--- src/rtl/addsub_serial.sv ---
// Digit-serial two's-complement adder/subtractor: consumes DIGIT bits per clock,
// LSB slice first, and reports result, carry/borrow and signed overflow on a done pulse.
module addsub_serial #(
    parameter int WIDTH = 8,
    parameter int DIGIT = 1,
    parameter bit CHECK = 1
) (
    input  logic             clk,
    input  logic             rst_n,
    input  logic             start,
    input  logic             op,
    input  logic             ci,
    input  logic [WIDTH-1:0] x,
    input  logic [WIDTH-1:0] y,
    output logic             busy,
    output logic             done,
    output logic [WIDTH-1:0] r,
    output logic             co,
    output logic             of
);

    // state | meaning
    // IDLE  | waiting for start; r/co/of hold the last result
    // RUN   | one DIGIT-bit slice consumed per clock, LSB slice first
    // FIN   | result just published; done high; start accepted back-to-back

    localparam int NSLICE = WIDTH / DIGIT;
    localparam int CW     = (NSLICE > 1) ? $clog2(NSLICE) : 1;
    localparam logic [CW-1:0] LAST = CW'(NSLICE - 1);

    generate
        if (CHECK && (WIDTH % DIGIT != 0)) begin : g_digit_check
            $error("addsub_serial: WIDTH must be a multiple of DIGIT");
        end
        if (CHECK && (WIDTH < 2 || WIDTH > 64 || DIGIT < 1 || DIGIT > WIDTH)) begin : g_range_check
            $error("addsub_serial: WIDTH or DIGIT out of range");
        end
    endgenerate

    typedef enum logic [1:0] {IDLE, RUN, FIN} state_t;

    state_t           state;
    logic [WIDTH-1:0] x_sh;
    logic [WIDTH-1:0] b_sh;
    logic [WIDTH-1:0] acc;
    logic [CW-1:0]    cnt;
    logic             carry;
    logic             op_q;
    logic             x_sign;
    logic             b_sign;

    logic [DIGIT:0]   slice_sum;
    logic [WIDTH-1:0] acc_next;

    // b_sh holds the effective addend (y or ~y), so the datapath is always an add
    always_comb begin
        slice_sum = {1'b0, x_sh[DIGIT-1:0]} + {1'b0, b_sh[DIGIT-1:0]}
                  + {{DIGIT{1'b0}}, carry};
        acc_next  = (acc >> DIGIT)
                  | (WIDTH'(slice_sum[DIGIT-1:0]) << (WIDTH - DIGIT));
    end

    always_ff @(posedge clk or negedge rst_n) begin
        if (!rst_n) begin
            state  <= IDLE;
            x_sh   <= '0;
            b_sh   <= '0;
            acc    <= '0;
            cnt    <= '0;
            carry  <= 1'b0;
            op_q   <= 1'b0;
            x_sign <= 1'b0;
            b_sign <= 1'b0;
            busy   <= 1'b0;
            done   <= 1'b0;
            r      <= '0;
            co     <= 1'b0;
            of     <= 1'b0;
        end else begin
            case (state)
                IDLE, FIN: begin
                    done <= 1'b0;
                    if (start) begin
                        state  <= RUN;
                        busy   <= 1'b1;
                        x_sh   <= x;
                        b_sh   <= op ? ~y : y;
                        acc    <= '0;
                        cnt    <= '0;
                        carry  <= ci ^ op;
                        op_q   <= op;
                        x_sign <= x[WIDTH-1];
                        b_sign <= y[WIDTH-1] ^ op;
                    end else begin
                        state <= IDLE;
                    end
                end
                RUN: begin
                    x_sh  <= x_sh >> DIGIT;
                    b_sh  <= b_sh >> DIGIT;
                    acc   <= acc_next;
                    carry <= slice_sum[DIGIT];
                    cnt   <= cnt + CW'(1);
                    if (cnt == LAST) begin
                        state <= FIN;
                        busy  <= 1'b0;
                        done  <= 1'b1;
                        r     <= acc_next;
                        // subtract reports a borrow, the inverse of the final carry
                        co    <= slice_sum[DIGIT] ^ op_q;
                        of    <= (x_sign == b_sign) && (acc_next[WIDTH-1] != x_sign);
                    end
                end
                default: begin
                    state <= IDLE;
                    busy  <= 1'b0;
                    done  <= 1'b0;
                end
            endcase
        end
    end

endmodule

--- config.mk ---
export PLATFORM = sky130hd
export DESIGN_NAME = addsub_serial
export DESIGN_NICKNAME = d
export VERILOG_FILES = /design/src/rtl/addsub_serial.sv
export SDC_FILE = /design/constraint.sdc
export NUM_CORES = 1
export LEC_CHECK = 0
export BUFFER_PORTS_ARGS = -buffer_cell sky130_fd_sc_hd__buf_4
export CAP_MARGIN = 10
export CORE_UTILIZATION = 30
export CTS_BUF_LIST = sky130_fd_sc_hd__clkbuf_16
export DETAILED_ROUTE_END_ITERATION = 12
export PLACE_DENSITY = 0.44
export SETUP_SLACK_MARGIN = 0.2
export SLEW_MARGIN = 20
export SYNTH_ARGS = -nofsm -noshare
export SYNTH_HDL_FRONTEND = slang
export SYNTH_SLANG_ARGS = --single-unit
--- constraint.sdc ---
create_clock -name clk -period 2.4 [get_ports clk]
set_input_delay 0.72 -clock clk [delete_from_list [all_inputs] [get_ports clk]]
set_output_delay 0.72 -clock clk [all_outputs]
set_load 0.02 [all_outputs]
==> metrics.cfg, run 1 <==
[run_status]
status=completed

[placement]
dpl.hpwl_um=2518
placement.setup.worst_slack_ps=494.3
gpl.final_weighted_congestion=0.7117
io_buffer_count=32
placement.cell_area_mm2=0.002132

[cts]
clock_tree_from_tritoncts=yes
clock_sinks=43
clk_root_buffer_cell=sky130_fd_sc_hd__clkbuf_16
clock_input_transition_at_the_sequential_cells_of_the_worst_setup_and_hold_paths_ps=60
cts_inserted_buffers=5
cts_setup_buffers=0
post_cts.resized_instances=0
clock_latency_late_sink_ps=280
cts.path.max_buffers=2
cts-hold-fix-buffers=0
cts.htree.levels=2

[timing]
timing_max_transition_violations_final=0
totalNegativeSetupSlack_ps=0
slew-limit-headroom_pct=52.11
timing.final.crit_share_pct=74.42
grt_setup_unrepaired=no
max_slew.worst_pin.slew_ps=718.4
timing.hold.ws_ps=426.5
setup_viol_count_final=0
finalHoldViolations=0
achievable-frequency_ghz=0.5599
clock_skew_ps=4.886
finalCriticalPeriod_ps=1786
setup_ws_ps=614.0

[setup_path]
cp-start-kind=register
critPathLaunch=cnt[0]
critPathMaxFanout=12
worst_path_arrival_ps=1950
path_class=reg -> reg
worstReg2RegStart=cnt[0]
setup_crit_end_kind=register
required_ps=2560

[logic_synthesis]
postSynthNetCount=177
count_of_flip_flops_with_a_built_in_enable_after_synthesis=0
post_synth.cell_area_avg_um2=12.18
yosys_register_bits=43
synthArstFlopShare_pct=100.0
distinct_cells_synth=31
netlist_instances=153
synth.yosys.seq_area_share_pct=57.76
yosys_warnings=0
synth_area_mm2=0.001863
postSynth.topFlopCell=sky130_fd_sc_hd__dfrtp_1

[layout]
drive_above_1_share_pct=27.17
flow.area_growth_from_synthesis_pct=22.03
final_nets=207
antenna_cells=0
final_design_area_no_fill_mm2=0.002273

[global_route]
groute.usage.overall_pct=13.38
grt_pass1_vias=1276
pin_count_of_the_biggest_net_entering_global_routing=44
initial_antenna_violation_count=0
grt_remaining_overflow=0
grt_pass1_wl_um=6368

[routing]
dr.first_iter.drc_count=53
drt-pass1-iter-count=4
route.antenna.remaining_nets=0
drc_errors=0
routed_wire_length_per_instance_um=14.72
num_vias=1250
vias_per_cell=4.826
routed_wirelength_um=3812

[floorplan]
design.core.area_mm2=0.005956
rows=28
die_y_um=80.81
io-pin-count=33
dieWidth_um=80.81
design.die.area_mm2=0.006529
initial_core_util_pct=31.28

[hold_path]
worstHoldPathType=in -> async

[run]
maxCapViolations=0

[power_and_ir_drop]
cellInternalPower_mw=2.003
share_comb_of_total_power_pct=38.9
switching_share_pct=35.80
sequentialPowerShare_pct=40.5
power.ir.vdd_worst_v=0.0004951
switching_power_mw=1.117
total_leakage_power_nw=1.094
pwr_density_cell_mw_per_mm2=1372
p_clk_share_pct=20.7

flip-flops by register name, summed over array words and instances, names as in the netlist, 3 cells and up:
register	flops
r	8
x_sh	8
cnt	3
acc	7
b_sh	8
worst max-delay path, cell delays in order, from the launching register on:
cell                       delay (ps)
sky130_fd_sc_hd__dfrtp_1          400
sky130_fd_sc_hd__ha_1             210
sky130_fd_sc_hd__ha_1             230
sky130_fd_sc_hd__nand3b_1         440
sky130_fd_sc_hd__mux2_2           390
power by group through the flow:
stage | Clock, mW | Combinational (mW) | Sequential [mW]
global route | 0.709 | 1.36 | 1.31
global placement | 0 | 1.20 | 1.26
floorplan | 0 | 0.817 | 1.33
finish | 0.645 | 1.21 | 1.26
CTS | 0.669 | 1.24 | 1.26
detailed placement | 0 | 1.24 | 1.27
cell usage after synthesis, types with 2 or more instances:
cell,count,area [um^2]
sky130_fd_sc_hd__a221o_1,9,90.09
sky130_fd_sc_hd__a22oi_1,6,45.04
sky130_fd_sc_hd__o21ai_0,4,20.02
sky130_fd_sc_hd__a22o_1,9,78.83
sky130_fd_sc_hd__ha_1,2,25.02
sky130_fd_sc_hd__xnor2_1,8,70.07
sky130_fd_sc_hd__nand2_1,15,56.30
sky130_fd_sc_hd__buf_2,4,20.02
sky130_fd_sc_hd__buf_4,2,15.01
sky130_fd_sc_hd__inv_1,4,15.01
sky130_fd_sc_hd__xor2_1,2,17.52
sky130_fd_sc_hd__dfrtp_1,43,1076
sky130_fd_sc_hd__mux2_2,7,78.83
sky130_fd_sc_hd__nand3_1,8,40.04
sky130_fd_sc_hd__buf_6,3,33.78
sky130_fd_sc_hd__a21o_1,2,15.01
sky130_fd_sc_hd__nor2_1,11,41.29
final timing paths:
check | endpoint | slack (ps) | cells after the start
min in group clk | b_sh[7] | 480 | 1
worst max-delay path | r[1] | 610 | 4
max in group asynchronous | r[0] | 1600 | 1
worst min register to register | b_sh[7] | 480 | 1
worst min-delay path | r[5] | 430 | 1
worst max register to register | r[1] | 610 | 4
metrics by stage:
step                power [mW]  instances  utilization (%)
floorplan                2.146        153                -
global placement         2.467        251            35.80
detailed placement       2.511        251            35.80
CTS                      3.173        259            38.17
global route             3.380        259            38.17
finish                   3.120        259            38.17
metal layers:
layer,up-vias,share of wire (%),track usage [%]
li1,602,-,-
met1,623,48,17.24
met2,23,48,20.76
met3,2,3.0,4.944
met4,0,0.66,4.286
met5,-,0,0
final cells by class:
class | count | area (um^2)
tap | 75 | 93.84
fill | 601 | 3682
timing repair buffer | 33 | 247.7
inverter | 4 | 15.01
clock buffer | 5 | 125.1
multi-input combinational | 96 | 699.4
clock inverter | 3 | 16.27
sequential | 43 | 1076
kinds of logic after synthesis:
family | share of synthesized area [%]
flip-flops | 57.76
AND/OR/NAND/NOR | 11.48
AO/OA/AOI/OAI | 14.71
buffers and inverters | 4.700
XOR/XNOR | 4.701
multiplexers | 4.231
adder cells (fa/ha/maj) | 2.418
layout by cell type (no fill, tap or decap), types with 2 or more instances in the layout:
master / n
sky130_fd_sc_hd__a22o_1: 9
sky130_fd_sc_hd__mux2_2: 7
sky130_fd_sc_hd__nand2_1: 15
sky130_fd_sc_hd__nor2_1: 11
sky130_fd_sc_hd__inv_1: 5
sky130_fd_sc_hd__buf_4: 33
sky130_fd_sc_hd__a221o_1: 9
sky130_fd_sc_hd__o21ai_0: 4
sky130_fd_sc_hd__a21o_1: 2
sky130_fd_sc_hd__xor2_1: 2
sky130_fd_sc_hd__ha_1: 2
sky130_fd_sc_hd__a22oi_1: 6
sky130_fd_sc_hd__xnor2_1: 8
sky130_fd_sc_hd__dfrtp_1: 43
sky130_fd_sc_hd__nand3_1: 8
sky130_fd_sc_hd__clkbuf_16: 5
(Power assumes the default switching activity.)
==> run 2: changes to the inputs <==
==> constraint.sdc (replaced) <==
create_clock -name clk -period 1.8 [get_ports clk]
set_input_delay 0.54 -clock clk [delete_from_list [all_inputs] [get_ports clk]]
set_output_delay 0.54 -clock clk [all_outputs]
set_load 0.02 [all_outputs]
==> run 2 against run 1 <==
Clock power rose by 78%. Global-route usage fell by 0.26 points. Fmax rose by 18%. Setup slack got worse by 330 ps. Core utilization rose by 1.5 points. Combinational power rose by 37%. Critical path depth rose by 1. Via count rose by 1.9%. First-iteration DRC count fell by 9.4%. Sequential share of layout area fell by 1.8 points. Hold slack got worse by 170 ps.
==> metrics.cfg, run 2 (same netlist as run 1, synthesis figures left out) <==
[global_route]
grt_pass1_vias=1303  ; +2.1%
pin_count_of_the_biggest_net_entering_global_routing=44  ; unchanged
grt_pass1_wl_um=6327  ; -0.64%
groute.usage.overall_pct=13.12  ; -0.26 points
initial_antenna_violation_count=0  ; unchanged
grt_remaining_overflow=0  ; unchanged

[setup_path]
critPathMaxFanout=7  ; -5
crit_family=adder cells
path_class=reg -> reg
cp.buffers_inverters=1  ; +1
critical_path.max_stage_delay_ps=400  ; -40 ps
required_ps=1960  ; -600 ps
critical_path.cell_chain=ha_1 -> ha_2 -> nand3b_1 -> buf_6 -> mux2_2
worst_path_max_delay_cell=sky130_fd_sc_hd__dfrtp_1
setup_crit_end_kind=register
worstReg2RegStart=cnt[0]
critPathLaunch=cnt[0]
cp-start-kind=register
worst_path_arrival_ps=1680  ; -270 ps

[timing]
grt_setup_unrepaired=no
max_slew.worst_pin.slew_ps=545.5  ; -172.9 ps
slew-limit-headroom_pct=63.63  ; +12 points
achievable-frequency_ghz=0.6581  ; +18%
finalHoldViolations=0  ; unchanged
timing_max_transition_violations_final=0  ; unchanged
finalCriticalPeriod_ps=1519  ; -266.5 ps
totalNegativeSetupSlack_ps=0  ; unchanged
clock_skew_ps=6.053  ; +1.167 ps
setup_viol_count_final=0  ; unchanged
timing.final.crit_share_pct=84.42  ; +10 points

[floorplan]
design.die.area_mm2=0.006529  ; unchanged
dieWidth_um=80.81  ; unchanged
initial_core_util_pct=31.28  ; unchanged
design.core.area_mm2=0.005956  ; unchanged
die_y_um=80.81  ; unchanged
rows=28  ; unchanged
io-pin-count=33  ; unchanged

[power_and_ir_drop]
fin_total_pwr_mw=4.496  ; +44%
pwr_density_cell_mw_per_mm2=1901  ; +39%
power.ir.vdd_worst_v=0.0006364  ; +29%
total_leakage_power_nw=1.139  ; +4.2%

[run]
maxCapViolations=0  ; unchanged

[layout]
top_regs=b_sh (8), r (8), x_sh (8)
layout.cells.most_common=sky130_fd_sc_hd__dfrtp_1
stdcell_count=264  ; +1.9%
layout_common_cells=43 x sky130_fd_sc_hd__dfrtp_1, 37 x sky130_fd_sc_hd__buf_4, 15 x sky130_fd_sc_hd__nand2_1
multi_input_comb_area_um2=701.9  ; +0.36%
drive_above_1_share_pct=29.63  ; +2.5 points
utilization_pct=39.71  ; +1.5 points
final_design_area_no_fill_mm2=0.002365  ; +4.0%
flow.area_growth_from_synthesis_pct=26.93
layout.filler_cells=581  ; -3.3%
antenna_cells=0  ; unchanged
final_nets=212  ; +2.4%
register_area_mm2=0.001076  ; unchanged

[placement]
io_buffer_count=32  ; unchanged
placement.cell_area_mm2=0.002162  ; +1.4%
gpl.final_weighted_congestion=0.6931  ; -2.6%
place.detailed.instances=255  ; +1.6%
dpl.hpwl_um=2567  ; +2.0%

[run_status]
status=completed

[cts]
cts-hold-fix-buffers=0  ; unchanged
cts_inserted_buffers=5  ; unchanged
clk_root_buffer_cell=sky130_fd_sc_hd__clkbuf_16
clock_latency_late_sink_ps=280  ; about the same
clock_tree_from_tritoncts=yes
cts.path.max_buffers=2  ; unchanged
cts.htree.levels=2  ; unchanged
clock_input_transition_at_the_sequential_cells_of_the_worst_setup_and_hold_paths_ps=60  ; about the same
clock_sinks=43  ; unchanged

[routing]
vias_per_cell=4.826  ; about the same
num_vias=1274  ; +1.9%
route.antenna.remaining_nets=0  ; unchanged
routed_wirelength_um=3847  ; +0.92%
dr.first_iter.drc_count=48  ; -9.4%
drc_errors=0  ; unchanged
drt-pass1-iter-count=4  ; unchanged
routed_wire_length_per_instance_um=14.57  ; -0.99%

[hold_path]
worstHoldPathType=in -> async

-- run 2: stage by stage --
stage	hold slack [ps]	worst slack, ps
after floorplan	244.4	283.2
after global placement	464.0	222.0
after detailed placement	470.9	209.5
after CTS	265.5	202.7
after global routing	270.8	206.8
final	252.2	280.5
-- run 2: what timing repair did --
item	4_1_cts	5_1_grt
resized for setup	0	2
setup buffers	0	1
setup endpoints to repair	0	8
-- run 2: layer usage --
layer / track usage, % / share of wire (%)
met4: 4.821 / 1.1
met1: 16.67 / 47
met3: 3.708 / 3.5
met2: 21.18 / 48
met5: 0 / 0
-- run 2: worst paths after layout --
check                          end  slack, ps  cells after the start
min                           r[4]        250                      1
max in group asynchronous     busy       1180                      1
max reg2reg                   r[5]        280                      5
max                           r[5]        280                      5
min in group clk            x_sign        480                      3
min reg2reg                b_sh[7]        480                      1
-- run 2: where the power goes --
group	total [mW]	switching, mW	internal, mW
Sequential	1.69	0.279	1.41
Clock	1.15	0.357	0.790
Combinational	1.66	0.852	0.808
-- run 2: cell type report --
cell class	count	share of cell area [%]
flip-flops and latches	43	45.50
multi-input cells	96	29.68
repair buffers	38	12.22
clock buffers	5	5.291
well taps	75	3.968
clock inverters	3	2.698
inverters	4	0.6349
-- run 2: worst register-to-register path: stages, from the launching register on --
cell and delay, ps:
sky130_fd_sc_hd__dfrtp_1 400, sky130_fd_sc_hd__ha_1 210, sky130_fd_sc_hd__ha_2 200, sky130_fd_sc_hd__nand3b_1 120, sky130_fd_sc_hd__buf_6 150, sky130_fd_sc_hd__mux2_2 330
